File: config.mk
export PLATFORM = sky130hd
export DESIGN_NAME = fp32_to_int32_conv
export DESIGN_NICKNAME = d
export VERILOG_FILES = /design/src/rtl/fp32_to_int32_conv.sv
export SDC_FILE = /design/constraint.sdc
export NUM_CORES = 1
export LEC_CHECK = 0
export ABC_CLOCK_PERIOD_IN_PS = 8000
export CAP_MARGIN = 20
export CELL_PAD_IN_SITES_DETAIL_PLACEMENT = 1
export CELL_PAD_IN_SITES_GLOBAL_PLACEMENT = 2
export CORE_ASPECT_RATIO = 1.2
export CORE_MARGIN = 5
export CORE_UTILIZATION = 36
export DETAILED_ROUTE_END_ITERATION = 8
export PLACE_DENSITY = 0.8
export SLEW_MARGIN = 10
export SYNTH_ARGS = -nofsm -noshare
export SYNTH_HDL_FRONTEND = slang
export SYNTH_SLANG_ARGS = --single-unit
export TNS_END_PERCENT = 5
File: constraint.sdc
create_clock -name i_clk -period 8 [get_ports i_clk]
set_input_delay 1.2 -clock i_clk [delete_from_list [all_inputs] [get_ports i_clk]]
set_output_delay 1.2 -clock i_clk [all_outputs]
set_load 0.01 [all_outputs]
File: src/rtl/fp32_to_int32_conv.sv
// fp32_to_int32_conv: IEEE-754 binary32 to signed 32-bit integer converter.
//
// Two register stages behind a valid/ready handshake on both sides, one result per clock.
//   Stage 1 decodes the operand into its sign, unbiased exponent, significand and class.
//   Stage 2 holds the rounded, range-checked and sign-applied result and its flags.
//
// Ports:
//   i_clk      clock, all state on the rising edge
//   i_rst      synchronous reset, active-high; drops in-flight operands
//   i_valid    upstream operand valid
//   o_ready    block can accept an operand this cycle (combinational from i_ready)
//   i_data     binary32 operand {sign, exp, man}
//   i_rm       rounding mode: 0 = round-to-nearest-even, 1 = round-toward-zero
//   o_valid    result valid
//   i_ready    downstream accepts the result
//   o_data     signed integer result
//   o_invalid  NaN, infinity or out-of-range operand; result saturated
//   o_inexact  a nonzero fraction was discarded (never set together with o_invalid)
module fp32_to_int32_conv #(
  parameter int unsigned EXP_W = 8,
  parameter int unsigned MAN_W = 23,
  parameter int unsigned INT_W = 32
) (
  input  logic                   i_clk,
  input  logic                   i_rst,
  input  logic                   i_valid,
  output logic                   o_ready,
  input  logic [EXP_W+MAN_W:0]   i_data,
  input  logic                   i_rm,
  output logic                   o_valid,
  input  logic                   i_ready,
  output logic [INT_W-1:0]       o_data,
  output logic                   o_invalid,
  output logic                   o_inexact
);

  localparam int unsigned SigW = MAN_W + 1;
  // Unbiased exponent needs one extra bit of range plus a sign bit.
  localparam int unsigned EW   = EXP_W + 2;
  localparam int unsigned ShW  = $clog2(INT_W);
  localparam int          Bias = (1 << (EXP_W - 1)) - 1;

  localparam logic signed [EW-1:0] ExpBias   = EW'(Bias);
  localparam logic signed [EW-1:0] ExpSub    = EW'(1 - Bias);
  localparam logic signed [EW-1:0] ExpMan    = EW'(MAN_W);
  localparam logic signed [EW-1:0] ExpOvf    = EW'(INT_W);
  localparam logic signed [EW-1:0] ExpNegOne = '1;

  localparam logic [INT_W-1:0] IntMax = {1'b0, {(INT_W-1){1'b1}}};
  localparam logic [INT_W-1:0] IntMin = {1'b1, {(INT_W-1){1'b0}}};
  localparam logic [INT_W:0]   LimPos = {2'b00, {(INT_W-1){1'b1}}};
  localparam logic [INT_W:0]   LimNeg = {2'b01, {(INT_W-1){1'b0}}};

  // ---------------------------------------------------------------------------
  // Handshake: each stage advances when its successor is empty or draining.
  // ---------------------------------------------------------------------------
  logic s1_valid_q;
  logic s2_valid_q;
  logic adv1;
  logic adv2;

  assign adv2    = ~s2_valid_q | i_ready;
  assign adv1    = ~s1_valid_q | adv2;
  assign o_ready = adv1;

  // ---------------------------------------------------------------------------
  // Stage 1 decode
  // ---------------------------------------------------------------------------
  logic                   in_sign;
  logic [EXP_W-1:0]       in_exp;
  logic [MAN_W-1:0]       in_man;
  logic                   in_nan;
  logic                   in_inf;
  logic signed [EW-1:0]   in_exp_unb;
  logic [SigW-1:0]        in_sig;

  assign in_sign = i_data[EXP_W+MAN_W];
  assign in_exp  = i_data[EXP_W+MAN_W-1:MAN_W];
  assign in_man  = i_data[MAN_W-1:0];
  assign in_nan  = (in_exp == '1) && (in_man != '0);
  assign in_inf  = (in_exp == '1) && (in_man == '0);
  // Zeros and subnormals share the minimum exponent with a clear hidden bit.
  assign in_sig  = {(in_exp != '0), in_man};

  always_comb begin
    if (in_exp == '0) begin
      in_exp_unb = ExpSub;
    end else begin
      in_exp_unb = $signed({2'b00, in_exp}) - ExpBias;
    end
  end

  logic                 s1_sign_q;
  logic signed [EW-1:0] s1_exp_q;
  logic [SigW-1:0]      s1_sig_q;
  logic                 s1_nan_q;
  logic                 s1_inf_q;
  logic                 s1_rm_q;

  always_ff @(posedge i_clk) begin
    if (i_rst) begin
      s1_valid_q <= 1'b0;
      s1_sign_q  <= 1'b0;
      s1_exp_q   <= '0;
      s1_sig_q   <= '0;
      s1_nan_q   <= 1'b0;
      s1_inf_q   <= 1'b0;
      s1_rm_q    <= 1'b0;
    end else if (adv1) begin
      s1_valid_q <= i_valid;
      if (i_valid) begin
        s1_sign_q <= in_sign;
        s1_exp_q  <= in_exp_unb;
        s1_sig_q  <= in_sig;
        s1_nan_q  <= in_nan;
        s1_inf_q  <= in_inf;
        s1_rm_q   <= i_rm;
      end
    end
  end

  // ---------------------------------------------------------------------------
  // Stage 2 denormalize: integer part plus guard and sticky bits
  // ---------------------------------------------------------------------------
  logic [2*SigW-1:0] wide;
  logic [EW-1:0]     shr;
  logic [ShW-1:0]    shl;
  logic [INT_W-1:0]  int_part;
  logic              guard;
  logic              sticky;

  always_comb begin
    wide     = '0;
    shr      = '0;
    shl      = '0;
    int_part = '0;
    guard    = 1'b0;
    sticky   = 1'b0;
    if (s1_exp_q[EW-1]) begin
      // |x| < 1: only e = -1 can place the hidden bit at the half position.
      if (s1_exp_q == ExpNegOne) begin
        guard  = s1_sig_q[SigW-1];
        sticky = |s1_sig_q[SigW-2:0];
      end else begin
        sticky = |s1_sig_q;
      end
    end else if (s1_exp_q <= ExpMan) begin
      // Shift the significand into a double-width window; the low half holds
      // the discarded fraction with the guard bit at its top.
      shr      = EW'(ExpMan - s1_exp_q);
      wide     = {s1_sig_q, {SigW{1'b0}}} >> shr;
      int_part = INT_W'(wide[2*SigW-1:SigW]);
      guard    = wide[SigW-1];
      sticky   = |wide[SigW-2:0];
    end else begin
      // Exact left shift; exponents of INT_W and beyond are flagged below and
      // the wrapped shift amount is then irrelevant.
      shl      = ShW'(s1_exp_q - ExpMan);
      int_part = INT_W'(s1_sig_q) << shl;
    end
  end

  // ---------------------------------------------------------------------------
  // Stage 2 round, range-check, saturate and apply sign
  // ---------------------------------------------------------------------------
  logic             round_up;
  logic [INT_W:0]   rounded;
  logic             exp_ovf;
  logic             range_ovf;
  logic [INT_W-1:0] res_data;
  logic             res_invalid;
  logic             res_inexact;

  always_comb begin
    round_up    = ~s1_rm_q & guard & (sticky | int_part[0]);
    rounded     = {1'b0, int_part} + {{INT_W{1'b0}}, round_up};
    exp_ovf     = (s1_exp_q >= ExpOvf);
    // The negative range reaches one further than the positive range.
    range_ovf   = s1_sign_q ? (rounded > LimNeg) : (rounded > LimPos);
    res_data    = '0;
    res_invalid = 1'b0;
    res_inexact = 1'b0;
    if (s1_nan_q) begin
      res_data    = IntMax;
      res_invalid = 1'b1;
    end else if (s1_inf_q || exp_ovf || range_ovf) begin
      res_data    = s1_sign_q ? IntMin : IntMax;
      res_invalid = 1'b1;
    end else begin
      res_data    = s1_sign_q ? ('0 - rounded[INT_W-1:0]) : rounded[INT_W-1:0];
      res_inexact = guard | sticky;
    end
  end

  logic [INT_W-1:0] s2_data_q;
  logic             s2_invalid_q;
  logic             s2_inexact_q;

  always_ff @(posedge i_clk) begin
    if (i_rst) begin
      s2_valid_q   <= 1'b0;
      s2_data_q    <= '0;
      s2_invalid_q <= 1'b0;
      s2_inexact_q <= 1'b0;
    end else if (adv2) begin
      s2_valid_q <= s1_valid_q;
      if (s1_valid_q) begin
        s2_data_q    <= res_data;
        s2_invalid_q <= res_invalid;
        s2_inexact_q <= res_inexact;
      end
    end
  end

  assign o_valid   = s2_valid_q;
  assign o_data    = s2_data_q;
  assign o_invalid = s2_invalid_q;
  assign o_inexact = s2_inexact_q;

endmodule

==> results by group, run 1 <==
Status
  • Outcome: completed

STA
  • Max Fclk: 0.1461 GHz
  • Min Tclk post-route: 6845 ps
  • Worst slew margin: 30.91%
  • Slew Limit Fails: 0
  • Fin Setup TNS: 0 ps
  • WHS: 466.2 ps
  • Fin crit share: 85.56%
  • Fin worst setup slack: 1155 ps
  • Setup violations, final: 0
  • Clk_skew: 9.689 ps
  • Tightest Pin Transition: 1010 ps
  • Final Hold Fails: 0
  • Unrepaired setup endpoints after global routing: false

Synthesis
  • Post-synth EDFFs: 0
  • Top FF cell, synth: dfxtp_1
  • Mapped cell area: 9276 µm²
  • Synth cell types: 94
  • Ys async rst share: 0%
  • Avg Cell Area, Syn: 7.698 µm²
  • Syn Inst Count: 1,205
  • Mapped Nets: 1,251
  • Synth warn: 0
  • Register area share after synthesis: 15.75%
  • Synthesis-stage register bit count: 73

CTS
  • H-tree Lvls: 3
  • Sink Count: 73
  • CTS tree: built
  • CTS Buf Count: 9
  • Clock slew at reported path FFs: 60 ps
  • Clk_lat worst skew: 360 ps
  • Post-CTS Resized: 0
  • Postcts setup bufs: 0
  • Root buf cell: clkbuf_16
  • Clk buf depth: 2
  • Hold Buf Count CTS: 0

Pwr
  • Power Internal: 0.8903 mW
  • Static Leakage: 3.567 nW
  • Fraction of power spent switching nets: 42.80%
  • Pwr per Cell Area: 150.3 nW/µm²
  • Reg power frac: 27.9%
  • Peak supply drop: 0.0001006 V
  • Logic pwr share: 46.9%
  • Net Switching: 0.6663 mW
  • Clock Power Share: 25.1%

GRT
  • GRT Residual Overflow: 0
  • First-pass GRT wire length: 56,890 µm
  • Largest net degree at the start of global routing: 63
  • Gr usage total: 24.72%
  • Vias in the first global route: 9,755
  • Initial antenna violation count: 0

Worst setup path
  • CP endpoint kind: flop
  • Req. time, crit path: 8240 ps
  • Startpoint types: flop
  • Crit Path Max Fanout: 22
  • WS Path Type: reg2reg
  • Crit path DAT: 7080 ps

Place
  • HPWL after DPL: 28,420 µm
  • IO buf count: 72
  • GP Congestion: 0.9518
  • Pre-CTS setup slack: 1375 ps

Die
  • Die W: 156.5 µm
  • # IOs: 73
  • Starting Density: 36.43%
  • Core Region: 25,460 µm²
  • Die area: 29,090 µm²
  • Row count: 64
  • Chip height: 185.8 µm

Min path
  • Worst hold path type: reg2reg

Drt
  • 1st-pass router iterations: 7
  • Vias/cell: 6.379
  • Wire length per cell: 23.68 µm
  • Final ANT Viol Nets: 0
  • Initial detailed-routing violation count: 600
  • Vias: 9,792
  • Drt drc: 0
  • Final wirelength: 36,350 µm

Cells and area
  • N_diodes: 0
  • Multi-input combinational cell area: 7203 µm²
  • Final Core Density: 40.66%
  • Fin nets: 1,246
  • Fillers: 3,126
  • FF+latch area: 1466 µm²
  • P&R area growth vs syn: 11.63%
  • Share of layout cells above drive strength 1: 12.53%

Job
  • Max Cap Violations: 0
==> power by group through the flow <==
| stage | registers [mW] | logic, mW | clock network (mW) |
|---|---|---|---|
| floorplan | 0.417 | 0.527 | 0 |
| global placement | 0.442 | 0.717 | 0 |
| detailed placement | 0.443 | 0.721 | 0 |
| CTS | 0.435 | 0.724 | 0.399 |
| global route | 0.439 | 0.790 | 0.412 |
| finish | 0.435 | 0.731 | 0.391 |
==> sequential cells by signal (all words and copies together), names as in the netlist <==
name and count:
o_data 32, s1_rm_q 1, s1_exp_q 9, o_invalid 1, s1_valid_q 1, s1_sign_q 1, s1_inf_q 1, o_valid 1
s1_nan_q 1, o_inexact 1, s1_sig_q 24
==> layer usage <==
layer	track usage (%)	routed length, µm
met5	0	0
met4	12.53	1901
met3	2.953	1539
met2	42.73	17640
met1	30.20	15270
==> synth_stat cells (all sizes together), types with 9 or more instances <==
master    n  area share (%)
mux2i    71             7.7
and2     13            0.88
o211ai   22             1.8
o31ai    10            0.96
o211a    10             1.1
nor3     40             2.4
o22ai    12            0.88
nor4     28             2.3
a31oi    18             1.2
a21oi    65             3.5
o21ai    68             3.8
nand4    26             1.8
mux4     33             8.0
nand2b   14            0.94
ha        9             1.2
xnor2    38             3.6
nand3    34             1.9
nor2b    15             1.0
xor2     17             1.6
mux2     28             3.4
o32ai    10            0.94
a22oi    16             1.3
nand2   127             5.2
or3      11            0.80
nor2     92             3.7
a211oi   18             1.7
clkbuf   75             3.1
inv      24            0.97
buf      38             2.6
a221oi    9            0.85
dfxtp    73              16
a311oi    9            0.98
and3     12            0.81
==> critical path, cell delays in order (launching register included) <==
cell	delay [ps]
dfxtp_2	610
ha_1	570
a21oi_1	200
xnor2_1	180
buf_4	200
a2111oi_0	890
o32a_1	440
nand2_1	210
inv_1	100
ha_1	360
and4_1	480
nand4_1	250
nor4b_1	540
nor2_1	220
nor4_4	550
a31o_4	420
a211oi_1	120
or3_1	380
==> layout by cell type (no fill, tap or decap), types with 17 or more instances in the layout <==
cell / count
o211ai_1: 22
inv_1: 22
nor2_1: 92
nand3_1: 33
clkdlybuf4s50_1: 72
nor4_1: 25
o21ai_0: 63
mux2_2: 28
a21oi_1: 65
mux4_2: 33
dfxtp_1: 69
mux2i_1: 71
nor3_1: 36
a31oi_1: 18
nand2_1: 126
buf_4: 25
xnor2_1: 37
nand4_1: 26
xor2_1: 17
==> final timing paths <==
path         slack [ps]  depth (start not counted)        start   endpoint
max                1150                         17  s1_exp_q[0]  o_data[1]
min                 470                          2      s1_rm_q    s1_rm_q
max reg2reg        1150                         17  s1_exp_q[0]  o_data[1]
min reg2reg         470                          2      s1_rm_q    s1_rm_q
==> through the flow <==
stage,total power [mW],cells,instance area (µm²)
after floorplan,0.9436,1205,9276
after global placement,1.158,1519,10080
after detailed placement,1.164,1519,10080
after CTS,1.559,1535,10350
after global routing,1.641,1535,10350
final,1.557,1535,10350
==> cell families after synthesis <==
family                   after synthesis  share of synthesized area, %
adder cells (fa/ha/maj)                9                         1.214
AO/OA/AOI/OAI                        346                         26.88
multiplexers                         132                         19.07
XOR/XNOR                              55                         5.193
flip-flops                            73                         15.75
AND/OR/NAND/NOR                      452                         25.18
buffers and inverters                138                         6.703
==> area by class of cell <==
| class | count | share of cell area, % |
|---|---|---|
| Multi-Input combinational cell | 994 | 69.56 |
| Sequential cell | 73 | 14.16 |
| Timing Repair Buffer | 97 | 8.772 |
| Tap cell | 330 | 3.987 |
| Clock buffer | 9 | 2.175 |
| Inverter | 25 | 0.9062 |
| Clock inverter | 7 | 0.4350 |
Note: power is estimated with default switching activity, not from simulation.
==> run 2, diff against run 1 <==
CORE_UTILIZATION = 39   (was 36)
DONT_BUFFER_PORTS = 1   (was default)
PLACE_DENSITY = 0.79   (was 0.8)
==> run 2 against run 1 <==
  * Die area is 7.2% lower
  * Non-clock buffer count fell by 75
  * Final cell count fell by 5.9%
  * Sequential share of layout area is 1.1 points higher
  * Total power is 1.8% lower
  * Critical path depth fell by 2
  * Global-route usage rose by 1.8 points
  * Routed wire length fell by 0.86%
  * Utilization grew 0.61 points
  * First-iteration DRC count grew 11%
  * Largest power group unchanged
  * Highest routed layer unchanged
==> results by group, run 2 (synthesized netlist as in run 1, its figures left out) <==
Place
  • GP Congestion: 0.9482
  • HPWL after DPL: 27,760 µm
  • IO buf count: 0
  • DP Area: 9323 µm²

GRT
  • Initial antenna violation count: 0
  • GRT Residual Overflow: 0
  • Gr usage total: 26.57%
  • Largest net degree at the start of global routing: 63
  • First-pass GRT wire length: 56,210 µm
  • Vias in the first global route: 9,510

CTS
  • Clock slew at reported path FFs: 70 ps
  • Post-CTS Resized: 0
  • Clk_lat worst skew: 360 ps
  • Root buf cell: clkbuf_16
  • Clk buf depth: 2
  • Sink Count: 73
  • CTS Buf Count: 9
  • Postcts setup bufs: 0
  • CTS tree: built
  • Hold Buf Count CTS: 0
  • H-tree Lvls: 3

STA
  • Min Tclk post-route: 6582 ps
  • Unrepaired setup endpoints after global routing: false
  • Clk_skew: 11.81 ps
  • Fin crit share: 82.28%
  • Slew Limit Fails: 0
  • Max Fclk: 0.1519 GHz
  • Worst slew margin: 34.02%
  • Tightest Pin Transition: 985.0 ps
  • Fin Setup TNS: 0 ps
  • Final Hold Fails: 0
  • Setup violations, final: 0

Worst setup path
  • Startpoint types: flop
  • Worst r2r path cells: 15
  • Crit path DAT: 6830 ps
  • CP endpoint kind: flop
  • WS Path Type: reg2reg
  • Worst reg2reg path startpoint: s1_exp_q[4]
  • Reg2reg end: o_data[1]
  • Req. time, crit path: 8250 ps
  • Worst reg-to-reg setup slack: 1420 ps
  • Crit Path Max Fanout: 21
  • CP Launch Point: s1_exp_q[4]
  • Critical path endpoint: o_data[1]

Cells and area
  • Commonest non-fill, non-tap cells in the layout: nand2_1 (126), nor2_1 (92), mux2i_1 (71)
  • Number of flip-flops in the largest register: 32
  • P&R area growth vs syn: 3.574%
  • Multi-input combinational cell area: 7203 µm²
  • Fin nets: 1,171
  • Final Cell Area: 9608 µm²
  • Commonest non-fill, non-tap cell in the layout: nand2_1
  • Fillers: 2,852
  • FF+latch area: 1466 µm²
  • N_diodes: 0
  • Share of layout cells above drive strength 1: 13.10%

Die
  • Die W: 150.8 µm
  • Starting Density: 39.85%
  • # IOs: 73
  • Die area: 26,980 µm²
  • Core Region: 23,280 µm²
  • Row count: 61
  • Chip height: 178.9 µm

Pwr
  • Static Leakage: 3.280 nW
  • Pwr per Cell Area: 159.1 nW/µm²
  • Peak supply drop: 0.00009677 V

Drt
  • Final wirelength: 36,040 µm
  • Drt drc: 0
  • Wire length per cell: 24.94 µm
  • Final ANT Viol Nets: 0
  • Vias/cell: 6.560
  • Vias: 9,479
  • Initial detailed-routing violation count: 663
  • 1st-pass router iterations: 5

Status
  • Outcome: completed

Min path
  • Worst hold path type: reg2reg

Job
  • Max Cap Violations: 0
run 2: cell count changes in the layout (fill, tap and decap cells not counted):
cell | before | now
inv_8 | 0 | 1
buf_4 | 25 | 22
clkinv_4 | 1 | 0
clkinvlp_4 | 1 | 3
inv_6 | 1 | 3
clkinv_2 | 4 | 0
clkdlybuf4s50_1 | 72 | 0
run 2: how the worst min path moves through the flow:
stage,to,startpoint,slack [ps],cells after the start
6_report,s1_rm_q,s1_rm_q,460,2
5_1_grt,s1_rm_q,s1_rm_q,510,2
4_1_cts,s1_rm_q,s1_rm_q,470,2
3_5_place_dp,s1_rm_q,s1_rm_q,460,2
3_3_place_gp,s1_rm_q,s1_rm_q,440,2
2_1_floorplan,s1_rm_q,s1_rm_q,440,2
run 2: cell type report:
cell class,instances,area share [%]
Tap cell,315,4.102
Clock buffer,9,2.344
Multi-Input combinational cell,994,74.97
Inverter,25,0.9767
Clock inverter,7,0.6251
Sequential cell,73,15.26
Timing Repair Buffer,22,1.719
run 2: layer usage:
layer  wire, µm  GRT usage [%]
met5          0              0
met4       1432          10.47
met3       1658          3.186
met2      17630          45.67
met1      15320          33.76
run 2: critical path, stage by stage (launching register included):
cell and delay, ps:
dfxtp_1 330, inv_1 130, ha_1 690, or3b_1 450, o31ai_4 400, and3_1 390, o211ai_1 180, a31oi_1 780
nand4_1 520, nor2b_1 340, xor2_1 190, or4_4 590, nor4_4 550, a31o_4 420, a211oi_1 120, or3_1 370
run 2: power breakdown:
part / internal (mW) / leakage, nW / switching [mW]
Clock: 0.216 / 0.131 / 0.197
Combinational: 0.251 / 2.55 / 0.422
Sequential: 0.390 / 0.603 / 0.0531
Total: 0.857 / 3.28 / 0.672
run 2: through the flow:
step | setup slack, ps | hold WS (ps) | utilization (%) | std cells | power, mW
floorplan | 2482 | 436.3 | - | 1205 | 0.9436
global placement | 1543 | 440.0 | 40.05 | 1429 | 1.104
detailed placement | 1495 | 455.9 | 40.05 | 1429 | 1.113
CTS | 1463 | 466.6 | 41.27 | 1445 | 1.529
global route | 900.3 | 509.1 | 41.27 | 1445 | 1.609
finish | 1418 | 461.9 | 41.27 | 1445 | 1.529
